## config.mk

```make
export PLATFORM = sky130hd
export DESIGN_NAME = axi4_lite_slave_mem_responder_flat
export DESIGN_NICKNAME = d
export VERILOG_FILES = /design/src/rtl/axi4_lite_slave_mem_responder_pkg.sv /design/src/rtl/axi4_lite_slave_mem_responder_if.sv /design/src/rtl/axi4_lite_slave_mem_responder_ready_delay_counter.sv /design/src/rtl/axi4_lite_slave_mem_responder.sv /design/src/flat_wrapper.sv
export SDC_FILE = /design/constraint.sdc
export NUM_CORES = 1
export LEC_CHECK = 0
export CAP_MARGIN = 40
export CORE_MARGIN = 2
export CORE_UTILIZATION = 45
export DETAILED_ROUTE_END_ITERATION = 7
export SLEW_MARGIN = 20
export SYNTH_ARGS = -nofsm -noshare
export SYNTH_HDL_FRONTEND = slang
export SYNTH_SLANG_ARGS = --single-unit
export TNS_END_PERCENT = 30
```

## constraint.sdc

```tcl
create_clock -name aclk -period 4.8 [get_ports aclk]
set_input_delay 0.96 -clock aclk [delete_from_list [all_inputs] [get_ports aclk]]
set_output_delay 0.96 -clock aclk [all_outputs]
set_load 0.01 [all_outputs]
```

## src/rtl/axi4_lite_slave_mem_responder_pkg.sv

```systemverilog
// Shared AXI4-Lite definitions for the slave memory responder.
//   - brespEnum / rrespEnum : response encodings driven on bresp / rresp
//   - DELAY_WIDTH           : default width of the ready-delay inputs
//   - write/read FSM state enumerations
package axi4_lite_slave_mem_responder_pkg;

  localparam int DELAY_WIDTH = 4;

  typedef enum logic [1:0] {
    WRITE_OKAY   = 2'b00,
    WRITE_EXOKAY = 2'b01,
    WRITE_SLVERR = 2'b10,
    WRITE_DECERR = 2'b11
  } brespEnum;

  typedef enum logic [1:0] {
    READ_OKAY   = 2'b00,
    READ_EXOKAY = 2'b01,
    READ_SLVERR = 2'b10,
    READ_DECERR = 2'b11
  } rrespEnum;

  typedef enum logic [1:0] {
    W_IDLE,
    W_DELAY,
    W_ACCEPT,
    W_RESP
  } axi4LiteSlaveWriteStateEnum;

  typedef enum logic [1:0] {
    R_IDLE,
    R_DELAY,
    R_ACCEPT,
    R_RESP
  } axi4LiteSlaveReadStateEnum;

endpackage

```

## src/rtl/axi4_lite_slave_mem_responder_if.sv

```systemverilog
// AXI4-Lite bus bundle between a master agent and the slave memory responder.
//   write address : awvalid, awready, awaddr, awprot
//   write data    : wvalid, wready, wdata, wstrb
//   write resp    : bvalid, bready, bresp
//   read address  : arvalid, arready, araddr, arprot
//   read data     : rvalid, rready, rdata, rresp
// Modports: slave (responder side), master (agent side).
interface axi4_lite_slave_mem_responder_if #(
  parameter int unsigned ADDRESS_WIDTH = 32,
  parameter int unsigned DATA_WIDTH    = 32
);

  logic                      awvalid;
  logic                      awready;
  logic [ADDRESS_WIDTH-1:0]  awaddr;
  logic [2:0]                awprot;

  logic                      wvalid;
  logic                      wready;
  logic [DATA_WIDTH-1:0]     wdata;
  logic [DATA_WIDTH/8-1:0]   wstrb;

  logic                      bvalid;
  logic                      bready;
  logic [1:0]                bresp;

  logic                      arvalid;
  logic                      arready;
  logic [ADDRESS_WIDTH-1:0]  araddr;
  logic [2:0]                arprot;

  logic                      rvalid;
  logic                      rready;
  logic [DATA_WIDTH-1:0]     rdata;
  logic [1:0]                rresp;

  modport slave (
    input  awvalid, awaddr, awprot,
    input  wvalid, wdata, wstrb,
    input  bready,
    input  arvalid, araddr, arprot,
    input  rready,
    output awready, wready, bvalid, bresp,
    output arready, rvalid, rdata, rresp
  );

  modport master (
    output awvalid, awaddr, awprot,
    output wvalid, wdata, wstrb,
    output bready,
    output arvalid, araddr, arprot,
    output rready,
    input  awready, wready, bvalid, bresp,
    input  arready, rvalid, rdata, rresp
  );

endinterface

```

## src/rtl/axi4_lite_slave_mem_responder_ready_delay_counter.sv

```systemverilog
// Down-counter that times the ready back-pressure of one AXI4-Lite channel.
//   clk, rst  : clock, synchronous active-high reset
//   i_load    : load i_value (takes priority over decrement)
//   i_value   : delay to load
//   i_dec     : decrement by one (saturates at zero)
//   o_done    : count has reached 1, i.e. the last delay cycle
module axi4_lite_ready_delay_counter #(
  parameter int unsigned WIDTH = 4
) (
  input  logic             clk,
  input  logic             rst,
  input  logic             i_load,
  input  logic [WIDTH-1:0] i_value,
  input  logic             i_dec,
  output logic             o_done
);

  logic [WIDTH-1:0] r_count;

  always_ff @(posedge clk) begin
    if (rst) begin
      r_count <= '0;
    end else if (i_load) begin
      r_count <= i_value;
    end else if (i_dec && (r_count != '0)) begin
      r_count <= r_count - WIDTH'(1);
    end
  end

  assign o_done = (r_count == WIDTH'(1));

endmodule

```

## src/rtl/axi4_lite_slave_mem_responder.sv

```systemverilog
// AXI4-Lite slave that terminates master traffic into a small word memory.
//   aclk, areset        : clock, synchronous active-high reset
//   bus                 : AXI4-Lite slave modport (all five channels)
//   writeDelayForReady  : extra cycles before awready/wready, latched per transfer
//   readDelayForReady   : extra cycles before arready, latched per transfer
// Write and read paths are independent FSMs; all bus outputs come from
// registers or are decoded from FSM state.
module axi4_lite_slave_mem_responder
  import axi4_lite_slave_mem_responder_pkg::*;
#(
  parameter int unsigned              ADDRESS_WIDTH = 32,
  parameter int unsigned              DATA_WIDTH    = 32,
  parameter int unsigned              DELAY_WIDTH   = axi4_lite_slave_mem_responder_pkg::DELAY_WIDTH,
  parameter int unsigned              MEM_DEPTH     = 16,
  parameter logic [ADDRESS_WIDTH-1:0] BASE_ADDR     = '0
) (
  input  logic                   aclk,
  input  logic                   areset,
  axi4_lite_slave_mem_responder_if.slave bus,
  input  logic [DELAY_WIDTH-1:0] writeDelayForReady,
  input  logic [DELAY_WIDTH-1:0] readDelayForReady
);

  localparam int unsigned              STRB_W      = DATA_WIDTH / 8;
  localparam int unsigned              ADDR_LSB    = $clog2(STRB_W);
  localparam int unsigned              IDX_W       = $clog2(MEM_DEPTH);
  localparam logic [ADDRESS_WIDTH-1:0] DEPTH_WORDS = ADDRESS_WIDTH'(MEM_DEPTH);

  logic [DATA_WIDTH-1:0] r_mem [MEM_DEPTH];

  axi4LiteSlaveWriteStateEnum r_w_state, w_w_next;
  axi4LiteSlaveReadStateEnum  r_r_state, w_r_next;

  brespEnum              r_bresp;
  rrespEnum              r_rresp;
  logic [DATA_WIDTH-1:0] r_rdata;

  // ---------------------------------------------------------------- decode
  // Byte offset bits fall out of the shift, so unaligned addresses hit the
  // containing word. Addresses below BASE_ADDR wrap to a huge word index and
  // are additionally excluded by the explicit >= test.
  logic [ADDRESS_WIDTH-1:0] w_aw_word, w_ar_word;
  logic                     w_aw_in_range, w_ar_in_range;
  logic [IDX_W-1:0]         w_aw_idx, w_ar_idx;

  assign w_aw_word     = (bus.awaddr - BASE_ADDR) >> ADDR_LSB;
  assign w_ar_word     = (bus.araddr - BASE_ADDR) >> ADDR_LSB;
  assign w_aw_in_range = (bus.awaddr >= BASE_ADDR) && (w_aw_word < DEPTH_WORDS);
  assign w_ar_in_range = (bus.araddr >= BASE_ADDR) && (w_ar_word < DEPTH_WORDS);
  assign w_aw_idx      = w_aw_word[IDX_W-1:0];
  assign w_ar_idx      = w_ar_word[IDX_W-1:0];

  // Protection attributes are accepted and deliberately ignored.
  logic w_prot_unused;
  assign w_prot_unused = ^{bus.awprot, bus.arprot};

  // --------------------------------------------------------- write channel
  logic w_wr_start, w_wr_hs, w_wr_cnt_done;

  assign w_wr_start = (r_w_state == W_IDLE) && bus.awvalid && bus.wvalid;
  assign w_wr_hs    = (r_w_state == W_ACCEPT) && bus.awvalid && bus.wvalid;

  axi4_lite_ready_delay_counter #(
    .WIDTH (DELAY_WIDTH)
  ) u_wr_delay (
    .clk     (aclk),
    .rst     (areset),
    .i_load  (w_wr_start),
    .i_value (writeDelayForReady),
    .i_dec   (r_w_state == W_DELAY),
    .o_done  (w_wr_cnt_done)
  );

  always_ff @(posedge aclk) begin
    if (areset) begin
      r_w_state <= W_IDLE;
    end else begin
      r_w_state <= w_w_next;
    end
  end

  always_comb begin
    w_w_next = r_w_state;
    case (r_w_state)
      W_IDLE: begin
        if (w_wr_start) begin
          w_w_next = (writeDelayForReady == '0) ? W_ACCEPT : W_DELAY;
        end
      end
      W_DELAY: begin
        if (w_wr_cnt_done) begin
          w_w_next = W_ACCEPT;
        end
      end
      W_ACCEPT: begin
        if (w_wr_hs) begin
          w_w_next = W_RESP;
        end
      end
      W_RESP: begin
        if (bus.bready) begin
          w_w_next = W_IDLE;
        end
      end
      default: w_w_next = W_IDLE;
    endcase
  end

  assign bus.awready = (r_w_state == W_ACCEPT);
  assign bus.wready  = (r_w_state == W_ACCEPT);
  assign bus.bvalid  = (r_w_state == W_RESP);
  assign bus.bresp   = r_bresp;

  // ---------------------------------------------------------- read channel
  logic w_rd_start, w_rd_hs, w_rd_cnt_done;

  assign w_rd_start = (r_r_state == R_IDLE) && bus.arvalid;
  assign w_rd_hs    = (r_r_state == R_ACCEPT) && bus.arvalid;

  axi4_lite_ready_delay_counter #(
    .WIDTH (DELAY_WIDTH)
  ) u_rd_delay (
    .clk     (aclk),
    .rst     (areset),
    .i_load  (w_rd_start),
    .i_value (readDelayForReady),
    .i_dec   (r_r_state == R_DELAY),
    .o_done  (w_rd_cnt_done)
  );

  always_ff @(posedge aclk) begin
    if (areset) begin
      r_r_state <= R_IDLE;
    end else begin
      r_r_state <= w_r_next;
    end
  end

  always_comb begin
    w_r_next = r_r_state;
    case (r_r_state)
      R_IDLE: begin
        if (w_rd_start) begin
          w_r_next = (readDelayForReady == '0) ? R_ACCEPT : R_DELAY;
        end
      end
      R_DELAY: begin
        if (w_rd_cnt_done) begin
          w_r_next = R_ACCEPT;
        end
      end
      R_ACCEPT: begin
        if (w_rd_hs) begin
          w_r_next = R_RESP;
        end
      end
      R_RESP: begin
        if (bus.rready) begin
          w_r_next = R_IDLE;
        end
      end
      default: w_r_next = R_IDLE;
    endcase
  end

  assign bus.arready = (r_r_state == R_ACCEPT);
  assign bus.rvalid  = (r_r_state == R_RESP);
  assign bus.rdata   = r_rdata;
  assign bus.rresp   = r_rresp;

  // ----------------------------------------------------- memory + responses
  // Read data is sampled from r_mem with the same non-blocking update that
  // commits a write, so a same-edge read of the written word sees old data.
  always_ff @(posedge aclk) begin
    if (areset) begin
      for (int unsigned i = 0; i < MEM_DEPTH; i++) begin
        r_mem[i] <= '0;
      end
      r_bresp <= WRITE_OKAY;
      r_rresp <= READ_OKAY;
      r_rdata <= '0;
    end else begin
      if (w_wr_hs) begin
        if (w_aw_in_range) begin
          for (int unsigned b = 0; b < STRB_W; b++) begin
            if (bus.wstrb[b]) begin
              r_mem[w_aw_idx][b*8 +: 8] <= bus.wdata[b*8 +: 8];
            end
          end
          r_bresp <= WRITE_OKAY;
        end else begin
          r_bresp <= WRITE_SLVERR;
        end
      end
      if (w_rd_hs) begin
        if (w_ar_in_range) begin
          r_rdata <= r_mem[w_ar_idx];
          r_rresp <= READ_OKAY;
        end else begin
          r_rdata <= '0;
          r_rresp <= READ_SLVERR;
        end
      end
    end
  end

endmodule
```

## src/flat_wrapper.sv

```systemverilog
// flat-port wrapper written by rule: the top's interface ports become plain ports
module axi4_lite_slave_mem_responder_flat import axi4_lite_slave_mem_responder_pkg::*;
#(
  parameter int unsigned              ADDRESS_WIDTH = 32,
  parameter int unsigned              DATA_WIDTH    = 32,
  parameter int unsigned              DELAY_WIDTH   = axi4_lite_slave_mem_responder_pkg::DELAY_WIDTH,
  parameter int unsigned              MEM_DEPTH     = 16,
  parameter logic [ADDRESS_WIDTH-1:0] BASE_ADDR     = '0
)
  (aclk, areset, writeDelayForReady, readDelayForReady, bus_awvalid, bus_awaddr, bus_awprot, bus_wvalid, bus_wdata, bus_wstrb, bus_bready, bus_arvalid, bus_araddr, bus_arprot, bus_rready, bus_awready, bus_wready, bus_bvalid, bus_bresp, bus_arready, bus_rvalid, bus_rdata, bus_rresp);
  axi4_lite_slave_mem_responder_if #(.ADDRESS_WIDTH(ADDRESS_WIDTH), .DATA_WIDTH(DATA_WIDTH)) bus_i ();
  input  logic aclk;
  input  logic areset;
  input  logic [DELAY_WIDTH-1:0] writeDelayForReady;
  input  logic [DELAY_WIDTH-1:0] readDelayForReady;
  input wire logic [$bits(bus_i.awvalid)-1:0] bus_awvalid;
  input wire logic [$bits(bus_i.awaddr)-1:0] bus_awaddr;
  input wire logic [$bits(bus_i.awprot)-1:0] bus_awprot;
  input wire logic [$bits(bus_i.wvalid)-1:0] bus_wvalid;
  input wire logic [$bits(bus_i.wdata)-1:0] bus_wdata;
  input wire logic [$bits(bus_i.wstrb)-1:0] bus_wstrb;
  input wire logic [$bits(bus_i.bready)-1:0] bus_bready;
  input wire logic [$bits(bus_i.arvalid)-1:0] bus_arvalid;
  input wire logic [$bits(bus_i.araddr)-1:0] bus_araddr;
  input wire logic [$bits(bus_i.arprot)-1:0] bus_arprot;
  input wire logic [$bits(bus_i.rready)-1:0] bus_rready;
  output wire logic [$bits(bus_i.awready)-1:0] bus_awready;
  output wire logic [$bits(bus_i.wready)-1:0] bus_wready;
  output wire logic [$bits(bus_i.bvalid)-1:0] bus_bvalid;
  output wire logic [$bits(bus_i.bresp)-1:0] bus_bresp;
  output wire logic [$bits(bus_i.arready)-1:0] bus_arready;
  output wire logic [$bits(bus_i.rvalid)-1:0] bus_rvalid;
  output wire logic [$bits(bus_i.rdata)-1:0] bus_rdata;
  output wire logic [$bits(bus_i.rresp)-1:0] bus_rresp;
  assign bus_i.awvalid = bus_awvalid;
  assign bus_i.awaddr = bus_awaddr;
  assign bus_i.awprot = bus_awprot;
  assign bus_i.wvalid = bus_wvalid;
  assign bus_i.wdata = bus_wdata;
  assign bus_i.wstrb = bus_wstrb;
  assign bus_i.bready = bus_bready;
  assign bus_i.arvalid = bus_arvalid;
  assign bus_i.araddr = bus_araddr;
  assign bus_i.arprot = bus_arprot;
  assign bus_i.rready = bus_rready;
  assign bus_awready = bus_i.awready;
  assign bus_wready = bus_i.wready;
  assign bus_bvalid = bus_i.bvalid;
  assign bus_bresp = bus_i.bresp;
  assign bus_arready = bus_i.arready;
  assign bus_rvalid = bus_i.rvalid;
  assign bus_rdata = bus_i.rdata;
  assign bus_rresp = bus_i.rresp;
  axi4_lite_slave_mem_responder #(.ADDRESS_WIDTH(ADDRESS_WIDTH), .DATA_WIDTH(DATA_WIDTH), .DELAY_WIDTH(DELAY_WIDTH), .MEM_DEPTH(MEM_DEPTH), .BASE_ADDR(BASE_ADDR)) u_core (.aclk(aclk), .areset(areset), .bus(bus_i), .writeDelayForReady(writeDelayForReady), .readDelayForReady(readDelayForReady));
endmodule
```

After elaboration in Yosys (flattened, before gate mapping)
Memories as Yosys holds them, arrays and structs flattened.
Index checks and enable logic that the tools add are counted.
{"block": "word_totals", "memories": 1, "ff_bits": 48, "mem_bits_rw": 512, "in_bits": 121, "wordCells": 95}
{"memory": "u_core.r_mem", "words": 16, "word_bits": 32, "rd": 1, "rd_clocked_by_memory_dff": 0, "write_ports": 16, "line_no": "axi4_lite_slave_mem_responder.sv:29", "text": "logic [DATA_WIDTH-1:0] r_mem [MEM_DEPTH];"}
{"block": "op_classes", "n_mux": 44, "order_cmp": 4, "eq_ne": 16, "reduce_logical": 21, "addsub": 2}
{"operator": "32-bit by 1-bit greater-or-equal comparator with 1-bit output (second input constant)", "count": 2}
{"operator": "32-bit two-way mux", "count": 2}
{"operator": "30-bit by 5-bit less-than comparator with 1-bit output (second input constant)", "count": 2}
{"operator": "32-bit OR reduction", "count": 1}
{"operator": "2-bit two-way mux", "count": 12}
{"operator": "4-bit two-way mux", "count": 6}
{"operator": "1-bit two-way mux", "count": 22}
{"operator": "2-bit case mux with 4 select lines", "count": 2}
{"operator": "1-bit logical AND", "count": 10}
{"operator": "2-bit equality test (second input constant)", "count": 4}
{"operator": "4-bit by 1-bit equality test with 1-bit output (second input constant)", "count": 2}
{"operator": "4-bit zero test", "count": 2}
{"operator": "2-bit by 1-bit != test with 1-bit output (second input constant)", "count": 4}
{"operator": "2-bit != test (second input constant)", "count": 4}
{"operator": "4-bit AND reduction", "count": 2}
{"operator": "4-bit nonzero test", "count": 2}
{"operator": "4-bit by 1-bit subtractor with 4-bit output (second input constant)", "count": 2}
{"operator": "2-bit by 1-bit equality test with 1-bit output (second input constant)", "count": 2}
{"operator": "2-bit zero test", "count": 2}
{"operator": "2-bit nonzero test", "count": 2}

Longest topological paths before layout
{"block": "logic_depth", "depth_word": 8, "mapped_depth": 8}

Modules after synthesis
From an unflattened synthesis, not the netlist that was laid out.
{"block": "hier_totals", "cells_unflattened": 2103, "hier_area_um2": 25554.5}
{"mod": "axi4_lite_slave_mem_responder", "cells_per_inst": 2037, "area_each_um2": 24981.5, "instances": 1}
{"mod": "axi4_lite_ready_delay_counter", "cells_per_inst": 33, "area_each_um2": 286.5, "instances": 2}

Least setup slack after synthesis
OpenSTA, ideal clock, no wires.
{"block": "synth_path", "path_type": "input to register", "from": "input port bus_awaddr[19]", "to": "memory u_core.r_mem[0][0], enable pin", "slack_ns": 2.150, "setup_ns": 0.326, "path_stages": 7, "t_arrival_ns": 2.324, "n_path_buf": 3, "path_cell_list": "nor4_1 and4_1 buf_2 and3_1 clkbuf_2 buf_2 a21o_1"}
{"item": "start: declaration", "line_no": "flat_wrapper.sv:17", "text": "input wire logic [$bits(bus_i.awaddr)-1:0] bus_awaddr;"}
{"item": "end: declaration", "line_no": "axi4_lite_slave_mem_responder.sv:29"}

Final worst setup path
{"block": "layout_path", "from": "register u_core.r_r_state[0]", "to": "output port bus_arready"}
{"block": "layout_via", "elab_chain_cells": 1}
{"item": "start: declaration", "line_no": "axi4_lite_slave_mem_responder.sv:32", "text": "axi4LiteSlaveReadStateEnum r_r_state, w_r_next;"}
{"item": "start signal: assignment", "line_no": "axi4_lite_slave_mem_responder.sv:135", "text": "r_r_state <= w_r_next;"}
{"item": "2-bit equality test", "line_no": "axi4_lite_slave_mem_responder.sv:166", "text": "assign bus.arready = (r_r_state == R_ACCEPT);"}
{"item": "end: declaration", "line_no": "flat_wrapper.sv:31", "text": "output wire logic [$bits(bus_i.arready)-1:0] bus_arready;"}
Every way passes these cells.

==> results list <==
* Via count of the first global-routing pass: 17,300
- Residual DRC: 0
- The congestion estimate from routability-driven global placement came to 0.812.
* Most common cell after layout, fill and taps aside: sky130_fd_sc_hd__nor2_1
- The count of nets left with antenna violations once routing finished came out at 0.
* Die Y: 242 um
* Element type at the critical path start: register
- Once detailed placement completed, the half-perimeter wirelength came to 47,800 um.
* Routed via count divided by cell count: 5.82
- Portion of the clock cycle consumed by the worst path in the final layout: 0.632
- Area enclosed by the die boundary: just under 60,000 um^2
- Chip width: roughly 240 um
- Data on the critical path arrives at its endpoint at 2.07 ns.
- The min-delay analysis places its worst path in the category register to register.
- The count of pins over their slew limit was 0.
- Number of clock sinks seen by CTS: 558
- The first global-routing pass estimated 109,000 um of wire.
- Pwr per Cell Area: 376 nW/um^2
* Worst-case register-to-register setup slack: 1.97 ns
- Most used cells in the layout excluding fill and tap cells: sky130_fd_sc_hd__nor2_1, sky130_fd_sc_hd__edfxtp_1, sky130_fd_sc_hd__mux2i_1
* Outcome: complete, no violations
* Clk Latency, worst-skew pair: ~0.6 ns
- Number of rows created at floorplan: 87
- The synthesized design contains between 500 and 600 register bits.
- In this run the standard cell core region covers roughly 56,000 um^2.
- Number of enable flip-flop cells after synthesis: 512
- Worst slew margin relative to its limit: 0.420
- Sum of buffers and inverters on the critical path: 2
- Setup repair after global routing left no endpoint under its margin.
- Setup Fix Bufs, Post-CTS: 0
- Of the total power, registers draw 0.498.
- Highest cell delay on the worst timing path: 0.61 ns
- In the final layout, the share of cells above drive strength 1 is 0.0853.
* Initial antenna violation count: 0
* Fraction of post-synthesis cell area in the top cell type by area: 0.604
- Highest ir drop seen on vdd: 0.350 mV
- Resize count post-CTS: 0
* Fraction of power consumed by the clock network: 0.406
- Summing every instance area after synthesis gives 25,400 um^2.
- Switching part of the total: 0.233
* Initial Util: 0.453
- The internal portion of the total power is 8.52 mW.
- The worst setup path is of the register to output pin kind.
- In this run, the number of DRC markers left after iteration 0 of detailed routing was 2,030.
- Final non-filler cell area: between 20,000 and 30,000 um^2
- After global routing the overflow that remains totals 0.
* Clock tree from TritonCTS: yes
- Wire length per cell: 24.8 um
- For this run, the leading register cell type out of synthesis is sky130_fd_sc_hd__edfxtp_1.
- Derived from the worst setup path, the maximum achievable clock frequency is 330 MHz.
- Final Routed Wirelength: 73,800 um
- STA classifies the critical path endpoint as an output pin.
- The clock tree synthesis step divided the H-tree into 2 levels.
* Number of placed instances, taps included: 2,861
- Final hold violation count: 0
- Critical path cell sequence: inv_1, ha_1, clkdlybuf4s50_1
* Critical path fanouts, max: 6
- In the global route stage, overall resource usage came out at 0.250.
* Crit path max-delay cell type: sky130_fd_sc_hd__clkdlybuf4s50_1
- Grouping stages by cell kind, the critical path spends the most delay in buffers and inverters.
* Clock buffer count from CTS: 58
* I/O pin count: approximately 160
* Clock period minus worst slack: 3.03 ns
- The final layout contains about 2,300 nets.
* Sequential share of the synthesized area: 0.641
- Proportion of synthesized flip-flops having asynchronous set or reset: 0
* Via count: around 17,000
- For the pin with the worst max-slew slack, the measured transition is 0.868 ns.
* Setup TNS: 0 ns
* Syn. warnings: 0
- Clock tree synthesis selected as its root buffer the cell sky130_fd_sc_hd__clkbuf_16.
- Area Growth Syn to Fin: 16.1%
* Non-filler cells in the finished layout: between 2,000 and 3,000
- Worst clock skew: 0.0131 ns
- Maximum number of pins on one net before global-route repair: 97
- Post-Synthesis Cells: about 2,100
- Switching component of the power: 2.59 mW
- The first TritonRoute pass finished after 5 iterations.
- Overall power consumption after layout is estimated at 11.1 mW.
- The share of total power dissipated in combinational logic is 0.096.
- Maximum buffer depth of the clock tree: 3
- Summed over all instances, the cell type with the most area after synthesis is sky130_fd_sc_hd__edfxtp_1.
- Cell variety after synth: 46
- Finished Core Util: 0.526
- The repair_antennas step left the layout with diodes totalling 0.
- Setup violations remaining at the end of the flow were counted as 0.
- Quantity of hold-fixing buffers added after cts: 0
- Required @ worst endpoint: approximately 3.8 ns
* Mean instance size in the synthesized netlist: 12.2 um^2
- Clock-pin slew on the worst setup and hold paths: 0.06 ns
- The analysis attributes to cell leakage a power of 10.5 nW.
- Number of max-capacitance violations reported: 0
* Cell area after placement: between 20,000 and 30,000 um^2
- Ranked by total cell area, the synthesized netlist is headed by sky130_fd_sc_hd__edfxtp_1, sky130_fd_sc_hd__mux2i_1, sky130_fd_sc_hd__nor2_1.
- Input and output buffers added on the ports amount to about 150.
[kinds of logic after synthesis]
logic type                 after synthesis  share of synthesized area
buffers and inverters                  203                     0.0348
other                                    1                   0.000147
and+or+nand+nor                        740                      0.118
DFF                                    558                      0.641
xor gates and xnor gates                 6                    0.00207
adders and majority gates               13                    0.00639
AOI/OAI and AO/OA                      310                     0.0955
muxes                                  260                      0.102
[routing by layer]
layer  share of wire  track usage
met5               0            0
met2            0.47        0.407
met3           0.069       0.0366
met1            0.43        0.348
met4           0.027       0.0764
[sequential cells by signal, indices dropped and copies added (netlist names)]
register,cells
u_core.u_wr_delay.r_count,4
u_core.u_rd_delay.r_count,4
u_core.r_mem,512
u_core.r_w_state,2
u_core.bus.bresp,1
u_core.r_r_state,2
u_core.bus.rdata,32
u_core.bus.rresp,1
[area by class of cell]
cell class,instances,area (um^2)
inverters,10,37.5
repair buffers,209,2080
multi-input cells,1331,8280
fillers,4872,26600
clock inverters,32,298
well taps,756,946
clock buffers,77,1590
flip-flops and latches,558,16300
[power by group through the flow]
stage,sequential [mW],combinational [mW],clock (mW)
after floorplan,5.62,0.684,0
after global placement,5.63,1.02,0
after detailed placement,5.64,1.06,0
after CTS,5.54,1.06,4.54
after global routing,5.56,1.15,4.73
final,5.54,1.06,4.51
[final timing paths]
path                        start                   end  cells past startpoint
max           u_core.r_r_state[0]           bus_arready                      3
min          u_core.bus.rdata[24]  u_core.bus.rdata[24]                      2
max reg2reg   u_core.r_w_state[0]   u_core.r_mem[7][11]                      7
min reg2reg  u_core.bus.rdata[24]  u_core.bus.rdata[24]                      2
[worst min-delay path: cells and delay by family (launching register included)]
family	cells	cell delay (ns)
simple gates	1	0.08
flops	1	0.34
compound gates	1	0.06
[cell usage after synthesis (2+ instances only)]
| cell | count |
|---|---|
| sky130_fd_sc_hd__nand3b_1 | 2 |
| sky130_fd_sc_hd__a221oi_1 | 34 |
| sky130_fd_sc_hd__buf_6 | 3 |
| sky130_fd_sc_hd__a22oi_1 | 64 |
| sky130_fd_sc_hd__o21ai_0 | 32 |
| sky130_fd_sc_hd__a21oi_1 | 7 |
| sky130_fd_sc_hd__xnor2_1 | 2 |
| sky130_fd_sc_hd__nor2b_1 | 2 |
| sky130_fd_sc_hd__and3_1 | 7 |
| sky130_fd_sc_hd__mux2i_1 | 260 |
| sky130_fd_sc_hd__nand3_1 | 24 |
| sky130_fd_sc_hd__dfxtp_1 | 46 |
| sky130_fd_sc_hd__nor2_1 | 557 |
| sky130_fd_sc_hd__a211oi_1 | 10 |
| sky130_fd_sc_hd__xor2_1 | 4 |
| sky130_fd_sc_hd__and2_1 | 6 |
| sky130_fd_sc_hd__clkbuf_1 | 115 |
| sky130_fd_sc_hd__nand2_1 | 72 |
| sky130_fd_sc_hd__a211oi_2 | 30 |
| sky130_fd_sc_hd__buf_2 | 69 |
| sky130_fd_sc_hd__o22ai_1 | 32 |
| sky130_fd_sc_hd__clkbuf_2 | 2 |
| sky130_fd_sc_hd__a21o_1 | 64 |
| sky130_fd_sc_hd__o2bb2ai_1 | 32 |
| sky130_fd_sc_hd__or3b_2 | 4 |
| sky130_fd_sc_hd__nand2b_1 | 6 |
| sky130_fd_sc_hd__buf_4 | 3 |
| sky130_fd_sc_hd__ha_1 | 13 |
| sky130_fd_sc_hd__nor4_1 | 13 |
| sky130_fd_sc_hd__inv_1 | 10 |
| sky130_fd_sc_hd__edfxtp_1 | 512 |
| sky130_fd_sc_hd__or2_2 | 2 |
| sky130_fd_sc_hd__nor3_1 | 39 |
[stage by stage]
step,hold WS [ns],setup slack (ns)
floorplan,0.509,2.15
global placement,0.516,1.20
detailed placement,0.527,1.20
CTS,0.535,1.74
global route,0.551,1.60
finish,0.533,1.77
No activity file was read; power rests on OpenSTA's default activity.
